`src/rtl/banner_scroller.sv`:
```
// Scrolls a VIS_ROWS window over the banner ROM and serializes each row MSB-first
// on a valid/ready pixel stream. Define BANNER_SCROLLER_BLANK_EN to blank rows past the ROM end instead of wrapping.
module banner_scroller #(
  parameter int ROW_W    = 57,
  parameter int NUM_ROWS = 129,
  parameter int ADDR_W   = 8,
  parameter int VIS_ROWS = 32
) (
  input  logic              clk,
  input  logic              rst,
  input  logic              start,
  input  logic              scroll_en,
  output logic [ADDR_W-1:0] rom_addr,
  input  logic [ROW_W-1:0]  rom_data,
  output logic              pix_valid,
  input  logic              pix_ready,
  output logic              pix_data,
  output logic              pix_sol,
  output logic              pix_eof,
  output logic              busy,
  output logic              frame_done,
  output logic [ADDR_W-1:0] offset
);
  localparam int CNT_W  = $clog2(ROW_W + 1);
  localparam int RIDX_W = $clog2(VIS_ROWS + 1);
  localparam logic [ADDR_W:0]   NUM_ROWS_S = (ADDR_W+1)'(NUM_ROWS);
  localparam logic [CNT_W-1:0]  LAST_BIT   = CNT_W'(ROW_W - 1);
  localparam logic [RIDX_W-1:0] LAST_ROW   = RIDX_W'(VIS_ROWS - 1);
  localparam logic [ADDR_W-1:0] LAST_ADDR  = ADDR_W'(NUM_ROWS - 1);

  typedef enum logic [1:0] {S_IDLE, S_FETCH, S_WAIT, S_SHIFT} state_t;

  state_t            state_q, state_d;
  logic [ADDR_W-1:0] rom_addr_q, rom_addr_d;
  logic [ADDR_W-1:0] offset_q, offset_d;
  logic [RIDX_W-1:0] row_idx_q, row_idx_d;
  logic [CNT_W-1:0]  bit_cnt_q, bit_cnt_d;
  logic [ROW_W-1:0]  shreg_q, shreg_d;
  logic              frame_done_q, frame_done_d;
  logic [ADDR_W:0]   row_sum;
`ifdef BANNER_SCROLLER_BLANK_EN
  logic              blank_q, blank_d;
`endif

  // Unwrapped address of the row after row_idx; one extra bit so the sum cannot overflow.
  function automatic logic [ADDR_W:0] next_row_sum(input logic [ADDR_W-1:0] off,
                                                   input logic [RIDX_W-1:0] idx);
    return {1'b0, off} + (ADDR_W+1)'(idx) + (ADDR_W+1)'(1);
  endfunction

  function automatic logic [ADDR_W-1:0] wrap_addr(input logic [ADDR_W:0] sum);
    logic [ADDR_W:0] w;
    w = (sum >= NUM_ROWS_S) ? sum - NUM_ROWS_S : sum;
    return w[ADDR_W-1:0];
  endfunction

  always_comb begin
    state_d      = state_q;
    rom_addr_d   = rom_addr_q;
    offset_d     = offset_q;
    row_idx_d    = row_idx_q;
    bit_cnt_d    = bit_cnt_q;
    shreg_d      = shreg_q;
    frame_done_d = 1'b0;
    row_sum      = next_row_sum(offset_q, row_idx_q);
`ifdef BANNER_SCROLLER_BLANK_EN
    blank_d      = blank_q;
`endif
    case (state_q)
      S_IDLE: begin
        if (start) begin
          state_d    = S_FETCH;
          row_idx_d  = '0;
          rom_addr_d = offset_q;
`ifdef BANNER_SCROLLER_BLANK_EN
          blank_d    = 1'b0;
`endif
        end
      end
      S_FETCH: state_d = S_WAIT;
      S_WAIT: begin
        state_d   = S_SHIFT;
        bit_cnt_d = '0;
`ifdef BANNER_SCROLLER_BLANK_EN
        shreg_d   = blank_q ? '0 : rom_data;
`else
        shreg_d   = rom_data;
`endif
      end
      S_SHIFT: begin
        if (pix_ready) begin
          shreg_d   = shreg_q << 1;
          bit_cnt_d = bit_cnt_q + 1'b1;
          if (bit_cnt_q == LAST_BIT) begin
            if (row_idx_q == LAST_ROW) begin
              state_d      = S_IDLE;
              frame_done_d = 1'b1;
              if (scroll_en) begin
                offset_d = (offset_q == LAST_ADDR) ? '0 : offset_q + 1'b1;
              end
            end else begin
              state_d    = S_FETCH;
              row_idx_d  = row_idx_q + 1'b1;
              rom_addr_d = wrap_addr(row_sum);
`ifdef BANNER_SCROLLER_BLANK_EN
              blank_d    = (row_sum >= NUM_ROWS_S);
`endif
            end
          end
        end
      end
      default: state_d = S_IDLE;
    endcase
  end

  always_ff @(posedge clk or posedge rst) begin
    if (rst) begin
      state_q      <= S_IDLE;
      rom_addr_q   <= '0;
      offset_q     <= '0;
      row_idx_q    <= '0;
      bit_cnt_q    <= '0;
      shreg_q      <= '0;
      frame_done_q <= 1'b0;
`ifdef BANNER_SCROLLER_BLANK_EN
      blank_q      <= 1'b0;
`endif
    end else begin
      state_q      <= state_d;
      rom_addr_q   <= rom_addr_d;
      offset_q     <= offset_d;
      row_idx_q    <= row_idx_d;
      bit_cnt_q    <= bit_cnt_d;
      shreg_q      <= shreg_d;
      frame_done_q <= frame_done_d;
`ifdef BANNER_SCROLLER_BLANK_EN
      blank_q      <= blank_d;
`endif
    end
  end

  // Stream outputs come from registers only, so pix_valid never sees pix_ready.
  assign pix_valid  = (state_q == S_SHIFT);
  assign pix_data   = pix_valid & shreg_q[ROW_W-1];
  assign pix_sol    = pix_valid && (bit_cnt_q == '0);
  assign pix_eof    = pix_valid && (bit_cnt_q == LAST_BIT) && (row_idx_q == LAST_ROW);
  assign busy       = (state_q != S_IDLE);
  assign frame_done = frame_done_q;
  assign rom_addr   = rom_addr_q;
  assign offset     = offset_q;
endmodule

```
`config.mk`:
```
export PLATFORM = sky130hd
export DESIGN_NAME = banner_scroller
export DESIGN_NICKNAME = d
export VERILOG_FILES = /design/src/rtl/banner_scroller.sv
export SDC_FILE = /design/constraint.sdc
export NUM_CORES = 1
export LEC_CHECK = 0
export CORE_UTILIZATION = 57
export CTS_CLUSTER_SIZE = 28
export DETAILED_ROUTE_END_ITERATION = 12
export PLACE_DENSITY = 0.92
export RECOVER_POWER = 100
export REMOVE_ABC_BUFFERS = 1
export SLEW_MARGIN = 20
export SYNTH_ARGS = -nofsm -noshare
export SYNTH_HDL_FRONTEND = slang
export SYNTH_SLANG_ARGS = --single-unit
```
`constraint.sdc`:
```
create_clock -name clk -period 8.04 [get_ports clk]
set_input_delay 1.206 -clock clk [delete_from_list [all_inputs] [get_ports clk]]
set_output_delay 1.206 -clock clk [all_outputs]
set_load 0.005 [all_outputs]
```
==> metrics.log, run 1 <==
INFO  metric mappedNetlistArea = 0.004843 mm²
INFO  metric ys_seq_elements = 88
INFO  metric ant_nets = 0
INFO  metric die-area = roughly 0.009 mm²
INFO  metric async_reset_ff_share = between 90% and 100%
INFO  metric start_util = just under 60%
INFO  metric report.final.hold_viol_count = 0
INFO  metric crit_fanout = between 50 and 60
INFO  metric worstSkewPairLatency = around 0.36 ns
INFO  metric post_synth_inst_count = between 500 and 600
INFO  metric area.growth.synth_to_final = 22.86%
INFO  metric yosysMostFrequentCell = sky130_fd_sc_hd__dfrtp_1
INFO  metric ctsHoldBuffers = 0
INFO  metric finalWorstPathRequiredPeriod = between 4 and 5 ns
INFO  metric cp-start-kind = flip-flop
INFO  metric yosys.area.top_type = sky130_fd_sc_hd__dfrtp_1
INFO  metric rsz_0062_raised_after_global_routing = no
INFO  metric share_of_the_yosys_chip_area_belonging_to_registers = a little under half
INFO  metric ios = 84
INFO  metric post_route_cells_drive_above_1_share = roughly 6%
INFO  metric grt_antenna_before_repair = 0
INFO  metric drv_slew = 0
INFO  metric critical_path.reg2reg.startpoint = state_q[1]
INFO  metric maxSlewHeadroom = 39.87%
INFO  metric dpl-instance-area = 0.005734 mm²
INFO  metric syn_avg_cell_area = roughly 9.5 µm²
INFO  metric count_of_synthesis_stage_warnings_from_yosys = 0
INFO  metric die_height = approximately 94 µm
INFO  metric drc = 0
INFO  metric synthFlopType = sky130_fd_sc_hd__dfrtp_1
INFO  metric grt.overflow.total = 0
INFO  metric grt_usage = a little over a quarter
INFO  metric cts_max_level = 3
INFO  metric synth_enable_flop_cells = 0
INFO  metric drt-vias-per-instance = 5.799
INFO  metric number_of_global_route_vias_before_repair = between 3,000 and 4,000
INFO  metric fp.coreArea = a little over 0.008 mm²
INFO  metric worst_setup_hold_path_clk_slew = ~0.090 ns
INFO  metric min-delay-start = shreg_q[10]
INFO  metric post_cts_resize_count = 0
INFO  metric worst_setup_path_startpoint = state_q[1]
INFO  metric finalCritPeriodShare = a little over half
INFO  metric postLayoutCellArea = between 0.005 and 0.006 mm²
INFO  metric io_buffers = 83
INFO  metric dp_hpwl = 7483 µm
INFO  metric cts_buffers = 9
INFO  metric totalNegativeSetupSlack = 0 ns
INFO  metric worst_ep_arrival_time = roughly 4.5 ns
INFO  metric pwr_density_cell = approximately 300 mW/mm²
INFO  metric largest_net_degree_at_the_start_of_global_routing = 115
INFO  metric number_of_cell_rows = 33
INFO  metric cts.sink_count = around 90
INFO  metric holdCritPathClass = reg -> reg
INFO  metric finClkSkew = about 0.013 ns
INFO  metric ys_top_cells_by_count = sky130_fd_sc_hd__dfrtp_1, sky130_fd_sc_hd__nand2_1, sky130_fd_sc_hd__o21ai_0
INFO  metric gp_congestion = 0.9200
INFO  metric synth_area_leaders = sky130_fd_sc_hd__dfrtp_1, sky130_fd_sc_hd__mux2i_1, sky130_fd_sc_hd__o21ai_0
INFO  metric timing_worst_setup_path_type = reg -> reg
INFO  metric vdd_drop_max = 0.2997 mV
INFO  metric insertedDiodeCount = 0
INFO  metric synth_top_cell_area_share = 45.47%
INFO  metric total_leakage_power = 2.570 nW
INFO  metric setup_viol_count_final = 0
INFO  metric fmaxAchievable = about 0.24 GHz
INFO  metric layout.nets = between 600 and 700
INFO  metric routed_wire_length_per_instance = 16.01 µm
INFO  metric worst_max_slew_pin_slew = between 0.9 and 1 ns
INFO  metric drt-pass1-iter-count = 4
INFO  metric cts.path.max_buffers = 2
INFO  metric drt_iter0_drc = between 200 and 300
INFO  metric cts-root-buf = sky130_fd_sc_hd__clkbuf_8
INFO  metric grt_pass1_wl = about 18,000 µm
INFO  metric kind_of_end_point_of_the_critical_path = flip-flop
INFO  metric postRouteWirelength = roughly 11,000 µm
INFO  metric max-cap-violations = 0
INFO  metric cp.required = 8.28 ns
INFO  metric cts_setup_buffers = 0
INFO  metric run_status = completed
INFO  metric die-width = 94.18 µm
INFO  metric detailroute.via_count = 3,984
INFO  metric synth_cell_type_count = 57
INFO  metric cts_tree = built
==> critical path, stage by stage, from the launching register on <==
cell,delay [ns]
sky130_fd_sc_hd__dfrtp_1,0.41
sky130_fd_sc_hd__ha_1,0.63
sky130_fd_sc_hd__buf_4,0.80
sky130_fd_sc_hd__clkinv_1,0.46
sky130_fd_sc_hd__a32oi_1,0.29
sky130_fd_sc_hd__or2_0,0.70
sky130_fd_sc_hd__nor2_1,0.37
sky130_fd_sc_hd__nand4_1,0.22
sky130_fd_sc_hd__xor2_1,0.17
sky130_fd_sc_hd__nor2_1,0.06
==> registers in the layout (all words and copies together), names as in the netlist <==
register,cells
shreg_q,57
offset,8
rom_addr,8
bit_cnt_q,6
row_idx_q,6
state_q,2
frame_done,1
==> through the flow <==
stage,power [mW],util (%),hold slack (ns),std cells,setup slack [ns]
6_report,1.759,72.42,0.4873,687,3.794
5_1_grt,1.899,72.42,0.5190,687,3.437
4_1_cts,1.782,72.62,0.4906,687,4.236
3_5_place_dp,1.424,69.79,0.4708,671,4.453
3_3_place_gp,1.378,69.79,0.4557,671,4.573
2_1_floorplan,1.234,-,0.4424,480,1.464
==> cells in the final DEF, fill, tap and decap left out, types with 4 or more instances in the layout <==
cell and count:
sky130_fd_sc_hd__dfrtp_1 88, sky130_fd_sc_hd__nand2_1 80, sky130_fd_sc_hd__o21ai_0 76, sky130_fd_sc_hd__clkdlybuf4s50_1 60
sky130_fd_sc_hd__mux2i_1 56, sky130_fd_sc_hd__nor2_1 26, sky130_fd_sc_hd__dlygate4sd3_1 23, sky130_fd_sc_hd__a21oi_1 18
sky130_fd_sc_hd__ha_1 18, sky130_fd_sc_hd__inv_1 13, sky130_fd_sc_hd__clkbuf_8 9, sky130_fd_sc_hd__xor2_1 8
sky130_fd_sc_hd__nand4_1 8, sky130_fd_sc_hd__xnor2_1 8, sky130_fd_sc_hd__nor3_1 7, sky130_fd_sc_hd__and3_1 6
sky130_fd_sc_hd__a211oi_1 4, sky130_fd_sc_hd__a22oi_1 4
==> per-layer routing <==
| metal | GRT usage (%) | vias up | part of all wire [%] |
|---|---|---|---|
| met5 | 0 | - | 0 |
| met4 | 9.103 | 0 | 2.4 |
| met3 | 5.016 | 22 | 4.6 |
| met2 | 44.26 | 122 | 49 |
| met1 | 33.62 | 1907 | 44 |
| li1 | - | 1933 | - |
==> logic make-up (layout without fill, tap and decap cells) <==
kind of cell / count (synthesis) / in the layout / share of synthesized area (%)
AO/OA/AOI/OAI: 128 / 128 / 16.25
XOR/XNOR: 16 / 16 / 2.893
adder cells (fa/ha/maj): 18 / 18 / 4.650
buffers and inverters: 44 / 117 / 3.539
flip-flops: 88 / 88 / 45.47
multiplexers: 57 / 57 / 11.81
AND/OR/NAND/NOR: 158 / 158 / 15.40
==> power by group <==
part	total (mW)	leakage [nW]	switching [mW]	internal (mW)
logic	0.707	1.32	0.415	0.292
clock network	0.357	0.118	0.175	0.182
registers	0.694	1.13	0.0889	0.605
==> area by class of cell <==
class	count	area (µm²)
Inverter	15	57.56
Sequential cell	88	2202
Tap cell	105	131.4
Multi-Input combinational cell	377	2470
Clock buffer	9	123.9
Clock inverter	7	108.9
Timing Repair Buffer	86	857.1
Fill cell	593	2266
==> final timing paths <==
check,endpoint,cells after the start,slack (ns)
max,row_idx_q[5],9,3.79
max reg2reg,row_idx_q[5],9,3.79
min reg2reg,shreg_q[10],2,0.49
max in group asynchronous,shreg_q[54],3,5.96
min,shreg_q[10],2,0.49
min in group asynchronous,shreg_q[29],3,1.54
Power figures use the tool's default switching activity.
==> run 2, diff against run 1 <==
CORE_UTILIZATION = 53   (was 57)
PLACE_DENSITY = 0.87   (was 0.92)
clock period = 4.2 ns   (was 8.04 ns; I/O delays follow)
==> metrics.log, run 2 (same netlist as run 1, synthesis figures left out) <==
INFO  metric routed_wire_length_per_instance = 16.57 µm
INFO  metric cts_buffers = 9
INFO  metric drt-vias-per-instance = 5.793
INFO  metric postLayoutCellArea = between 0.005 and 0.006 mm²
INFO  metric die-width = around 100 µm
INFO  metric totalNegativeSetupSlack = 0 ns
INFO  metric placement.setup.worst_slack = 1.210 ns
INFO  metric drc = 0
INFO  metric post_cts_resize_count = 0
INFO  metric r2r.worst_path.cells = 8
INFO  metric worstSkewPairLatency = 0.37 ns
INFO  metric postRouteWirelength = ~11,000 µm
INFO  metric cts.path.max_buffers = 2
INFO  metric ant_nets = 0
INFO  metric largest_net_degree_at_the_start_of_global_routing = 89
INFO  metric ctsHoldBuffers = 0
INFO  metric layout.nets = about 660
INFO  metric cts.sink_count = 88
INFO  metric io_buffers = a little over 80
INFO  metric grt_usage = between 20% and 30%
INFO  metric routed_metal_1_wirelength = 4977 µm
INFO  metric min-delay-start = shreg_q[5]
INFO  metric cp-start-kind = flip-flop
INFO  metric kind_of_end_point_of_the_critical_path = flip-flop
INFO  metric total_leakage_power = between 2 and 3 nW
INFO  metric detailroute.via_count = 3,997
INFO  metric insertedDiodeCount = 0
INFO  metric grt.overflow.total = 0
INFO  metric violations = max-capacitance violations, max-slew violations
INFO  metric worst_max_slew_pin_slew = approximately 2.2 ns
INFO  metric report.final.hold_viol_count = 0
INFO  metric highest_layer = met4
INFO  metric reg2reg_to = row_idx_q[3]
INFO  metric crit_fanout = 42
INFO  metric cp.required = 4.45 ns
INFO  metric max_ffs_per_register = 57
INFO  metric start_util = a little under three fifths
INFO  metric routed-wl-met2 = approximately 5700 µm
INFO  metric layout_commonest_cell = sky130_fd_sc_hd__dfrtp_1
INFO  metric cts_setup_buffers = 0
INFO  metric max-cap-violations = 1
INFO  metric most_frequent_cells_in_the_layout = sky130_fd_sc_hd__dfrtp_1, sky130_fd_sc_hd__nand2_1, sky130_fd_sc_hd__o21ai_0
INFO  metric number_of_cell_rows = 34
INFO  metric dp_hpwl = roughly 8000 µm
INFO  metric post_route_cells_drive_above_1_share = 6.357%
INFO  metric die_height = roughly 98 µm
INFO  metric setup_viol_count_final = 0
INFO  metric setup_ws = between 0.8 and 0.9 ns
INFO  metric rsz_0062_raised_after_global_routing = no
INFO  metric critical_path.reg2reg.startpoint = state_q[1]
INFO  metric run_status = finished, violations left
INFO  metric fp.coreArea = about 0.009 mm²
INFO  metric finalCritPeriodShare = between 70% and 80%
INFO  metric drt-pass1-iter-count = 5
INFO  metric cts-root-buf = sky130_fd_sc_hd__clkbuf_8
INFO  metric drv_slew = 89
INFO  metric regMostFlops = shreg_q
INFO  metric grt_antenna_before_repair = 0
INFO  metric drt_iter0_drc = ~240
INFO  metric r2r_slack = around 0.85 ns
INFO  metric dpl-instance-area = around 0.0058 mm²
INFO  metric cts_tree = built
INFO  metric worst_setup_hold_path_clk_slew = roughly 0.09 ns
INFO  metric number_of_global_route_vias_before_repair = a little over 4,000
INFO  metric area.growth.synth_to_final = 22.97%
INFO  metric ios = between 80 and 90
INFO  metric timing_worst_setup_path_type = reg -> reg
INFO  metric vdd_drop_max = between 0.3 and 0.4 mV
INFO  metric pwr_density_cell = between 500 and 600 mW/mm²
INFO  metric die-area = 0.009525 mm²
INFO  metric finClkSkew = around 0.0075 ns
INFO  metric hold_path_endpoint = shreg_q[5]
INFO  metric cts_max_level = 3
INFO  metric total_power = approximately 3.4 mW
INFO  metric routed-wl-met3 = 481 µm
INFO  metric finalWorstPathRequiredPeriod = about 3.4 ns
INFO  metric grt_pass1_wl = between 15,000 and 20,000 µm
INFO  metric holdCritPathClass = reg -> reg
INFO  metric fmaxAchievable = approximately 0.30 GHz
INFO  metric gp_congestion = slightly below 0.9
INFO  metric maxSlewHeadroom = -43.72%
INFO  metric hold_depth = 2
INFO  metric worst_ep_arrival_time = about 3.6 ns
run 2: layout make-up:
| class | instances | area [µm²] |
|---|---|---|
| multi-input cells | 377 | 2482 |
| clock inverters | 5 | 63.81 |
| well taps | 108 | 135.1 |
| clock buffers | 11 | 151.4 |
| inverters | 15 | 57.56 |
| flip-flops and latches | 88 | 2202 |
| fillers | 698 | 2808 |
| repair buffers | 86 | 863.3 |
run 2: per-layer routing:
| layer | vias to the layer above | global-route usage (%) |
|---|---|---|
| met1 | 1946 | 32.24 |
| met5 | - | 0 |
| li1 | 1920 | - |
| met4 | 0 | 8.937 |
| met2 | 105 | 42.60 |
| met3 | 26 | 4.532 |
run 2: power breakdown:
part / internal, mW / switching, mW / total, mW
combinational: 0.580 / 0.819 / 1.40
sequential: 1.16 / 0.177 / 1.34
clock: 0.312 / 0.322 / 0.633
run 2: how the worst max path moves through the flow:
stage          startpoint      endpoint  slack (ns)  depth (start not counted)
3_3_place_gp    pix_ready  row_idx_q[4]        1.34                          8
4_1_cts        state_q[1]       pix_sol        1.07                          4
5_1_grt        state_q[1]  row_idx_q[5]        0.56                          8
3_5_place_dp    pix_ready  row_idx_q[3]        1.21                          8
6_report       state_q[1]  row_idx_q[3]        0.85                          8
2_1_floorplan  state_q[0]   shreg_q[10]       -2.38                          4
run 2: per-stage QoR:
stage               util (%)  hold WS (ns)  std cells
floorplan                  -        0.4424        480
global placement       65.62        0.4578        674
detailed placement     65.62        0.4708        674
CTS                    68.08        0.4922        690
global route           67.96        0.4997        690
finish                 67.96        0.4858        690
run 2: critical path: stages, from the launching register on:
cell and delay, ns:
sky130_fd_sc_hd__dfrtp_1 0.44, sky130_fd_sc_hd__ha_4 0.58, sky130_fd_sc_hd__clkinv_1 0.43, sky130_fd_sc_hd__a32oi_1 0.29, sky130_fd_sc_hd__or2_0 0.69, sky130_fd_sc_hd__nor2_1 0.33
sky130_fd_sc_hd__nand4_1 0.22, sky130_fd_sc_hd__xor2_1 0.17, sky130_fd_sc_hd__nor2_1 0.05
